## src/rtl/aes_block_loader.sv

```systemverilog
// rtl/aes_block_loader.sv - word-to-block loader feeding the AES wrapper (optional AES_LOADER_TIMEOUT_EN)
module aes_block_loader #(
  parameter int WORD_WIDTH     = 32,
  parameter int DATA_WIDTH     = 128,
  parameter int TIMEOUT_CYCLES = 255
) (
  input  logic                  clk,
  input  logic                  rst_n,
  input  logic                  in_valid,
  output logic                  in_ready,
  input  logic [WORD_WIDTH-1:0] in_word,
  input  logic                  in_is_key,
  input  logic                  in_flag,
  output logic [DATA_WIDTH-1:0] plan_text_128,
  output logic [DATA_WIDTH-1:0] cipher_key_128,
  output logic                  flag,
  output logic                  valid_in,
  output logic                  key_loaded,
  output logic                  err_no_key,
  output logic                  err_timeout
);

  localparam int NWORDS = DATA_WIDTH / WORD_WIDTH;
  localparam int WCNT_W = (NWORDS > 1) ? $clog2(NWORDS) : 1;
  localparam logic [WCNT_W-1:0] LAST_WORD = WCNT_W'(NWORDS - 1);

  typedef enum logic [1:0] {
    S_IDLE    = 2'd0,
    S_COLLECT = 2'd1,
    S_EMIT    = 2'd2
  } state_t;

  state_t                r_state;
  state_t                w_state_nxt;
  logic [WCNT_W-1:0]     r_wcnt;
  logic [WCNT_W-1:0]     w_wcnt_nxt;
  logic [DATA_WIDTH-1:0] r_shift;
  logic [DATA_WIDTH-1:0] w_assembled;
  logic [DATA_WIDTH-1:0] r_plain;
  logic [DATA_WIDTH-1:0] r_key;
  logic                  r_is_key;
  logic                  r_flag;
  logic                  r_valid;
  logic                  r_key_loaded;
  logic                  r_err_no_key;
  logic                  w_accept;
  logic                  w_last;
  logic                  w_frame_is_key;
  logic                  w_timeout;

  // The source may only hand over a word outside reset and outside the emit cycle.
  assign in_ready       = rst_n && (r_state != S_EMIT);
  assign w_accept       = in_valid && in_ready;
  assign w_last         = w_accept && (r_wcnt == LAST_WORD);
  // Frame type comes from word 0; later words reuse the latched copy.
  assign w_frame_is_key = (r_wcnt == '0) ? in_is_key : r_is_key;

  assign plan_text_128  = r_plain;
  assign cipher_key_128 = r_key;
  assign flag           = r_flag;
  assign valid_in       = r_valid;
  assign key_loaded     = r_key_loaded;
  assign err_no_key     = r_err_no_key;

`ifdef AES_LOADER_TIMEOUT_EN
  localparam int TW = $clog2(TIMEOUT_CYCLES + 1);
  logic [TW-1:0] r_stall;
  logic          r_err_timeout;

  // Idle-cycle counter inside a partial frame; any accepted word restarts it.
  always_ff @(posedge clk or negedge rst_n) begin
    if (!rst_n) begin
      r_stall <= '0;
    end else if ((r_state != S_COLLECT) || w_accept || w_timeout) begin
      r_stall <= '0;
    end else begin
      r_stall <= r_stall + 1'b1;
    end
  end

  // A word arriving on the expiry edge wins over the abort.
  assign w_timeout = (r_state == S_COLLECT) && !w_accept &&
                     (r_stall == TW'(TIMEOUT_CYCLES - 1));

  // Abort pulse lands in the cycle after the expiry edge.
  always_ff @(posedge clk or negedge rst_n) begin
    if (!rst_n) begin
      r_err_timeout <= 1'b0;
    end else begin
      r_err_timeout <= w_timeout;
    end
  end

  assign err_timeout = r_err_timeout;
`else
  assign w_timeout   = 1'b0;
  assign err_timeout = 1'b0;
`endif

  // Current shift contents with the incoming word dropped into its slot (word 0 is the MSB slot).
  always_comb begin
    w_assembled = r_shift;
    w_assembled[DATA_WIDTH - 1 - WORD_WIDTH * int'(r_wcnt) -: WORD_WIDTH] = in_word;
  end

  // State and word-counter register.
  always_ff @(posedge clk or negedge rst_n) begin
    if (!rst_n) begin
      r_state <= S_IDLE;
      r_wcnt  <= '0;
    end else begin
      r_state <= w_state_nxt;
      r_wcnt  <= w_wcnt_nxt;
    end
  end

  // Next-state: count words, branch to EMIT only for a data frame with a key present.
  always_comb begin
    w_state_nxt = r_state;
    w_wcnt_nxt  = r_wcnt;
    case (r_state)
      S_IDLE, S_COLLECT: begin
        if (w_accept) begin
          if (r_wcnt == LAST_WORD) begin
            w_wcnt_nxt  = '0;
            w_state_nxt = (!w_frame_is_key && r_key_loaded) ? S_EMIT : S_IDLE;
          end else begin
            w_wcnt_nxt  = r_wcnt + 1'b1;
            w_state_nxt = S_COLLECT;
          end
        end else if (w_timeout) begin
          w_wcnt_nxt  = '0;
          w_state_nxt = S_IDLE;
        end
      end
      S_EMIT: begin
        w_state_nxt = S_IDLE;
      end
      default: begin
        w_state_nxt = S_IDLE;
        w_wcnt_nxt  = '0;
      end
    endcase
  end

  // Datapath: shift in words, commit key or block on the last word, raise pulses.
  always_ff @(posedge clk or negedge rst_n) begin
    if (!rst_n) begin
      r_shift      <= '0;
      r_plain      <= '0;
      r_key        <= '0;
      r_is_key     <= 1'b0;
      r_flag       <= 1'b0;
      r_valid      <= 1'b0;
      r_key_loaded <= 1'b0;
      r_err_no_key <= 1'b0;
    end else begin
      r_valid      <= 1'b0;
      r_err_no_key <= 1'b0;
      if (w_accept) begin
        r_shift <= w_assembled;
        if (r_wcnt == '0) begin
          r_is_key <= in_is_key;
        end
      end
      if (w_last) begin
        if (w_frame_is_key) begin
          r_key        <= w_assembled;
          r_key_loaded <= 1'b1;
        end else if (r_key_loaded) begin
          r_plain <= w_assembled;
          r_flag  <= in_flag;
          r_valid <= 1'b1;
        end else begin
          r_err_no_key <= 1'b1;
        end
      end
    end
  end

endmodule

```

## config.mk

```make
export PLATFORM = sky130hd
export DESIGN_NAME = aes_block_loader
export DESIGN_NICKNAME = d
export VERILOG_FILES = /design/src/rtl/aes_block_loader.sv
export SDC_FILE = /design/constraint.sdc
export NUM_CORES = 1
export LEC_CHECK = 0
export ABC_AREA = 1
export BUFFER_PORTS_ARGS = -buffer_cell sky130_fd_sc_hd__buf_2
export CORE_UTILIZATION = 57
export CTS_CLUSTER_DIAMETER = 120
export DETAILED_ROUTE_END_ITERATION = 7
export PLACE_DENSITY = 0.9
export SLEW_MARGIN = 20
export SYNTH_ARGS = -nofsm -noshare
export SYNTH_HDL_FRONTEND = slang
export SYNTH_SLANG_ARGS = --single-unit
```

## constraint.sdc

```tcl
create_clock -name clk -period 2.4 [get_ports clk]
set_input_delay 0.24 -clock clk [delete_from_list [all_inputs] [get_ports clk]]
set_output_delay 0.24 -clock clk [all_outputs]
set_load 0.01 [all_outputs]
```

* Word-level counts from Yosys, hierarchy flattened *
Index checks and enable logic that the tools add are counted.
W data, S select, Z words.

cells by class
  $add $sub $neg = 3
  equality and inequality tests = 5
  shifts and indexed selects = 2
  muxes and demuxes = 15
  bitwise logic cells = 2
  reductions and logical operators = 11

operators with widths
  kind                         count
  $shift A32 B33 Y159 const A  1
  $shiftx A32 B33 Y159         1
  $bwmux W128                  1
  $neg A8 Y33                  1
  $mux W2                      6
  $sub A7 B7 Y8 const A        1
  $mux W1                      7
  $eq A2 B2 Y1 const B         2
  $logic_and A1 B1 Y1          4
  $logic_not A2 Y1             2
  $ne A2 B2 Y1 const B         2
  $pmux W2 S2                  1
  $reduce_and A2 Y1            2
  $reduce_and A3 Y1            1
  $add A2 B1 Y2 const B        1
  $eq A2 B1 Y1 const B         1
  $not A1 Y1                   2
  $reduce_or A2 Y1             1
  $logic_not A1 Y1             1

word-level totals
  flip-flop bits (word level) = 393
  input port bits = 37
  output and inout port bits = 262
  word-level logic and storage cells = 48

* Longest topological paths before layout *
  depth in word-level cells = 8
  mapped depth = 12
  gate-level depth less buffers = 8

* Worst setup path before layout *
No wires, ideal clock.

  path type = reg-to-reg
  from = reg r_wcnt[0]
  to = reg r_plain[100] (netlist: plan_text_128[100])
  library setup time = 0.121 ns
  arrival time = 1.761 ns
  required time = 2.279 ns
  slack = 0.518 ns
  cell stages (with the launch flop) = 12
  path buffers = 4
  clock period less this slack = 1.882 ns
  path through = dfrtp_1 -> buf_2 -> inv_2 -> buf_4 -> ha_1 -> inv_2 -> nand2_1 -> nand3_2 -> buf_2 -> buf_2 -> o21bai_1 -> nand2_1

between the ends
  word-level cells in the longest chain between the ends = 4
  elaborated cells on any way between the ends = 11
  classes of those cells = 2 x add/sub; 1 x eq/ne; 2 x shift; 2 x mux; 1 x bitwise; 3 x reduce/logical

ends and longest elaborated chain
  item                                                      line     source
  from (decl)                                               35       logic [WCNT_W-1:0] r_wcnt;
  from (signal assigned)                                    113      r_wcnt <= w_wcnt_nxt;
  $sub A7 B7 Y8 / $logic_not A2 Y1 (equally long branches)  103, 56
  $neg A8 Y33 / $mux W1 (equally long branches)             n/a
  $shiftx A32 B33 Y159 (tied with other cells)              103      w_assembled[DATA_WIDTH - 1 - WORD_WIDTH * int'(r_wcnt) -: WORD_WIDTH] = in_word;
  $bwmux W128 / $reduce_and A3 Y1 (equally long branches)   n/a
  to (signal assigned)                                      171      r_plain <= w_assembled;
  to (decl)                                                 39       logic [DATA_WIDTH-1:0] r_plain;

Several ways; a longest one is shown, not always the timed one.
A chain may end at the register's enable or synchronous reset.

* Final worst setup path *
  from = reg r_wcnt[1]
  to = reg r_plain[96] (netlist: plan_text_128[96])

Same word-level chain as after synthesis.

==> metrics.csv <==
stage,metric,value,unit
outcome,status,finished clean,
hold_path,Hold Crit Class,input pin to flip-flop,
critical_path,CP Launch Type,flip-flop,
synth,mux cell area share after synthesis,0,
layout,final cell count without fillers,3049,
critical_path,CP max stage delay,0.63,ns
synth,Synth area leaders,"dfrtp_1 (52%), nand2_1 (17%), o21bai_1 (10%)",
timing,Final Slew Violations,0,
synth,Main synth FF type,dfrtp_1,
placement,I/O Buffers,297,
grt,vias in the first global route,16700,
route,vias,17500,
clock_tree,Post-CTS Resized,0,
critical_path,Critical Path Stages,7,
timing,Worst slew margin,0.424,
placement,Cells after DPL,2962,
floorplanning,# IOs,299,
clock_tree,cts hold-fix bufs,2,
synth,Post-synth EDFFs,0,
floorplanning,Initial Utilization,0.580,
route,Antenna Nets Post-Route,0,
critical_path,CP startpoint,r_wcnt[1],
critical_path,Critical Path RT,2.86,ns
timing,Fmax,457,MHz
timing,Final Skew,0.0235,ns
power_and_ir_drop,worst vdd ir,0.000836,V
hold_path,Worst Hold Depth,3,
timing,TNS Setup,0,ns
route,wire per inst,19.2,um
power_and_ir_drop,Leak,11.4,nW
synth,compound-gate portion of the synthesized area,0.137,
route,drt pass-1 iters,6,
layout,Final nets,2607,
synth,post-synthesis sequential area ratio,0.520,
placement,Final GP Congestion,0.901,
synth,cell with the most instances after synthesis,nand2_1,
clock_tree,"CTS clk-pin slew, worst paths",0.06,ns
clock_tree,post-CTS setup buffers,0,
synth,simple-gate portion of the synthesized area,0.242,
timing,Tmin final,2.19,ns
critical_path,Setup Crit Path Kind,flip-flop to flip-flop,
power_and_ir_drop,PwrDens,1430,nW/um2
clock_tree,CTS root buf,clkbuf_16,
timing,Slew @ Worst Pin,0.865,ns
synth,Netlist cell types,24,
synth,mean post-synth cell area,8.06,um2
critical_path,Buf/Inv on CP,2,
synth,Post-Synthesis Cell Area,18900,um2
clock_tree,clock sinks,393,
layout,final-layout fill cell count,2458,
floorplanning,die height,184,um
floorplanning,Die Width,184,um
route,# DRC,0,
grt,global-route wire length before repair,91700,um
timing,Final Hold Fails,0,
critical_path,Crit. End Element,flip-flop,
clock_tree,Clock Tree Buf Depth,3,
critical_path,R2R Setup Slk,0.21,ns
critical_path,CP top delay family,compound AO/OA/AOI/OAI gates,
critical_path,crit path max fanout,32,
synth,Synth top area share,0.520,
floorplanning,core area,32600,um2
layout,share of cells above drive strength 1,0.162,
route,WL final,58700,um
critical_path,R2R depth,7,
placement,post-detail-place hpwl,37400,um
synth,leading area contributor after synthesis,dfrtp_1,
run,Max Cap Violations,0,
floorplanning,Core Rows,66,
floorplanning,Die Area,33900,um2
synth,Mapped Nets,2387,
grt,grt ovf,0,
hold_path,hold path start,in_valid,
synth,XOR/XNOR Fraction of Synth Area,0,
critical_path,reg2reg start,r_wcnt[1],
grt,largest net degree at the start of global routing,197,
route,DR vias/cell,5.75,
synth,Ys Warns,0,
clock_tree,clk_lat worst skew,0.54,ns
timing,final cycle utilization of the critical path,0.912,
timing,RSZ-0062 raised after global routing,false,
critical_path,CP Cell Sequence,"inv_1, ha_1, nand2_1, buf_4, o21ai_0, nand3_1, nand2_1",
clock_tree,TritonCTS Buffers,41,
grt,GRT Total Usage,0.349,
timing,final setup fails,0,
critical_path,"Slowest-stage cell, CP",o21ai_0,
synth,adder-cell share of the synthesized area,0.00265,
critical_path,"most used cell, CP",nand2_1,
synth,asr flop ratio synth,1.00,
route,1st-iter DRT viols,2230,
clock_tree,CTS tree,built,
critical_path,Reg-to-Reg End,plan_text_128[96],
synth,Synth top cells by count,"nand2_1 (846), dfrtp_1 (393), inv_1 (264)",
grt,initial antenna violation count,14,
clock_tree,CTS H-tree depth,2,
hold_path,Worst Hold Path EP,r_state[0],
critical_path,critical path arrival,2.65,ns
synth,#FFs+latches synth,393,
synth,Post-Syn Instances,2346,
synth,main combinational cell family by area after synthesis,simple AND/OR/NAND/NOR gates,
layout,area delta synth->final,17.3,%
-- where the power goes --
group	internal [W]	switching (W)	total, W
Clock	0.00398	0.00262	0.00660
Sequential	0.00970	0.00196	0.0117
Combinational	0.00470	0.00884	0.0135
Total	0.0184	0.0134	0.0318
-- cells by family (layout without fill, tap and decap cells) --
family | count (synthesis) | after routing
and+or+nand+nor | 1119 | 1119
adders and majority gates | 4 | 4
other | 1 | 15
DFF | 393 | 393
AOI/OAI and AO/OA | 388 | 388
buffers and inverters | 441 | 688
-- layout by cell type, fill, tap and decap left out, drive strengths merged, types with 2 or more instances in the layout --
cell type    netlist  routed
buf              106     347
bufinv             0       5
clkbuf            66      60
clkinv             0       4
dfrtp            393     393
diode              0      14
dlygate4sd3        0       2
ha                 4       4
inv              269     269
nand2            847     847
nand3            263     263
nand4              3       3
nor2               3       3
nor3               2       2
o21ai            129     129
o21bai           259     259
-- worst max-delay path by stage --
stage / to / slack (ns)
2_1_floorplan: plan_text_128[100] / 0.52
3_3_place_gp: cipher_key_128[44] / 0.36
3_5_place_dp: cipher_key_128[96] / 0.33
4_1_cts: plan_text_128[96] / 0.23
5_1_grt: plan_text_128[96] / 0.02
6_report: plan_text_128[96] / 0.21
-- state kept, by name (all words and copies together) (netlist names) --
| register | flops |
|---|---|
| key_loaded | 1 |
| flag | 1 |
| r_is_key | 1 |
| r_shift | 128 |
| r_state | 2 |
| valid_in | 1 |
| err_no_key | 1 |
| cipher_key_128 | 128 |
| plan_text_128 | 128 |
| r_wcnt | 2 |
-- routing by layer --
metal | routed length, um | part of all wire | global-route usage
met1 | 22200 | 0.38 | 0.465
met2 | 27000 | 0.46 | 0.537
met3 | 6260 | 0.11 | 0.0733
met4 | 3200 | 0.055 | 0.186
met5 | 9 | 0.00015 | 0
-- worst register-to-register path, cell delays in order, from the launching register on --
cell,delay [ns]
dfrtp_1,0.48
inv_1,0.18
ha_1,0.25
nand2_1,0.08
buf_4,0.23
o21ai_0,0.64
nand3_1,0.16
nand2_1,0.10
-- area by class of cell --
| cell class | instances | area, um2 | share of cell area |
|---|---|---|---|
| sequential | 393 | 9830 | 0.443 |
| timing repair buffer | 349 | 2110 | 0.0952 |
| tap | 442 | 553 | 0.0249 |
| clock inverter | 10 | 178 | 0.00801 |
| multi-input combinational | 1512 | 7260 | 0.327 |
| inverter | 269 | 1010 | 0.0457 |
| antenna | 14 | 35.0 | 0.00158 |
| clock buffer | 60 | 1200 | 0.0540 |
-- stage by stage --
stage / utilization / setup WS [ns] / hold WS, ns / power, W / cell area [um2]
2_1_floorplan: - / 0.518 / -0.0556 / 0.0194 / 18900
3_3_place_gp: 0.636 / 0.357 / 0.137 / 0.0243 / 20700
3_5_place_dp: 0.636 / 0.330 / 0.137 / 0.0249 / 20700
4_1_cts: 0.678 / 0.232 / 0.106 / 0.0316 / 22100
5_1_grt: 0.680 / 0.0222 / 0.148 / 0.0337 / 22200
6_report: 0.680 / 0.211 / 0.118 / 0.0318 / 22200
(Power assumes the default switching activity.)
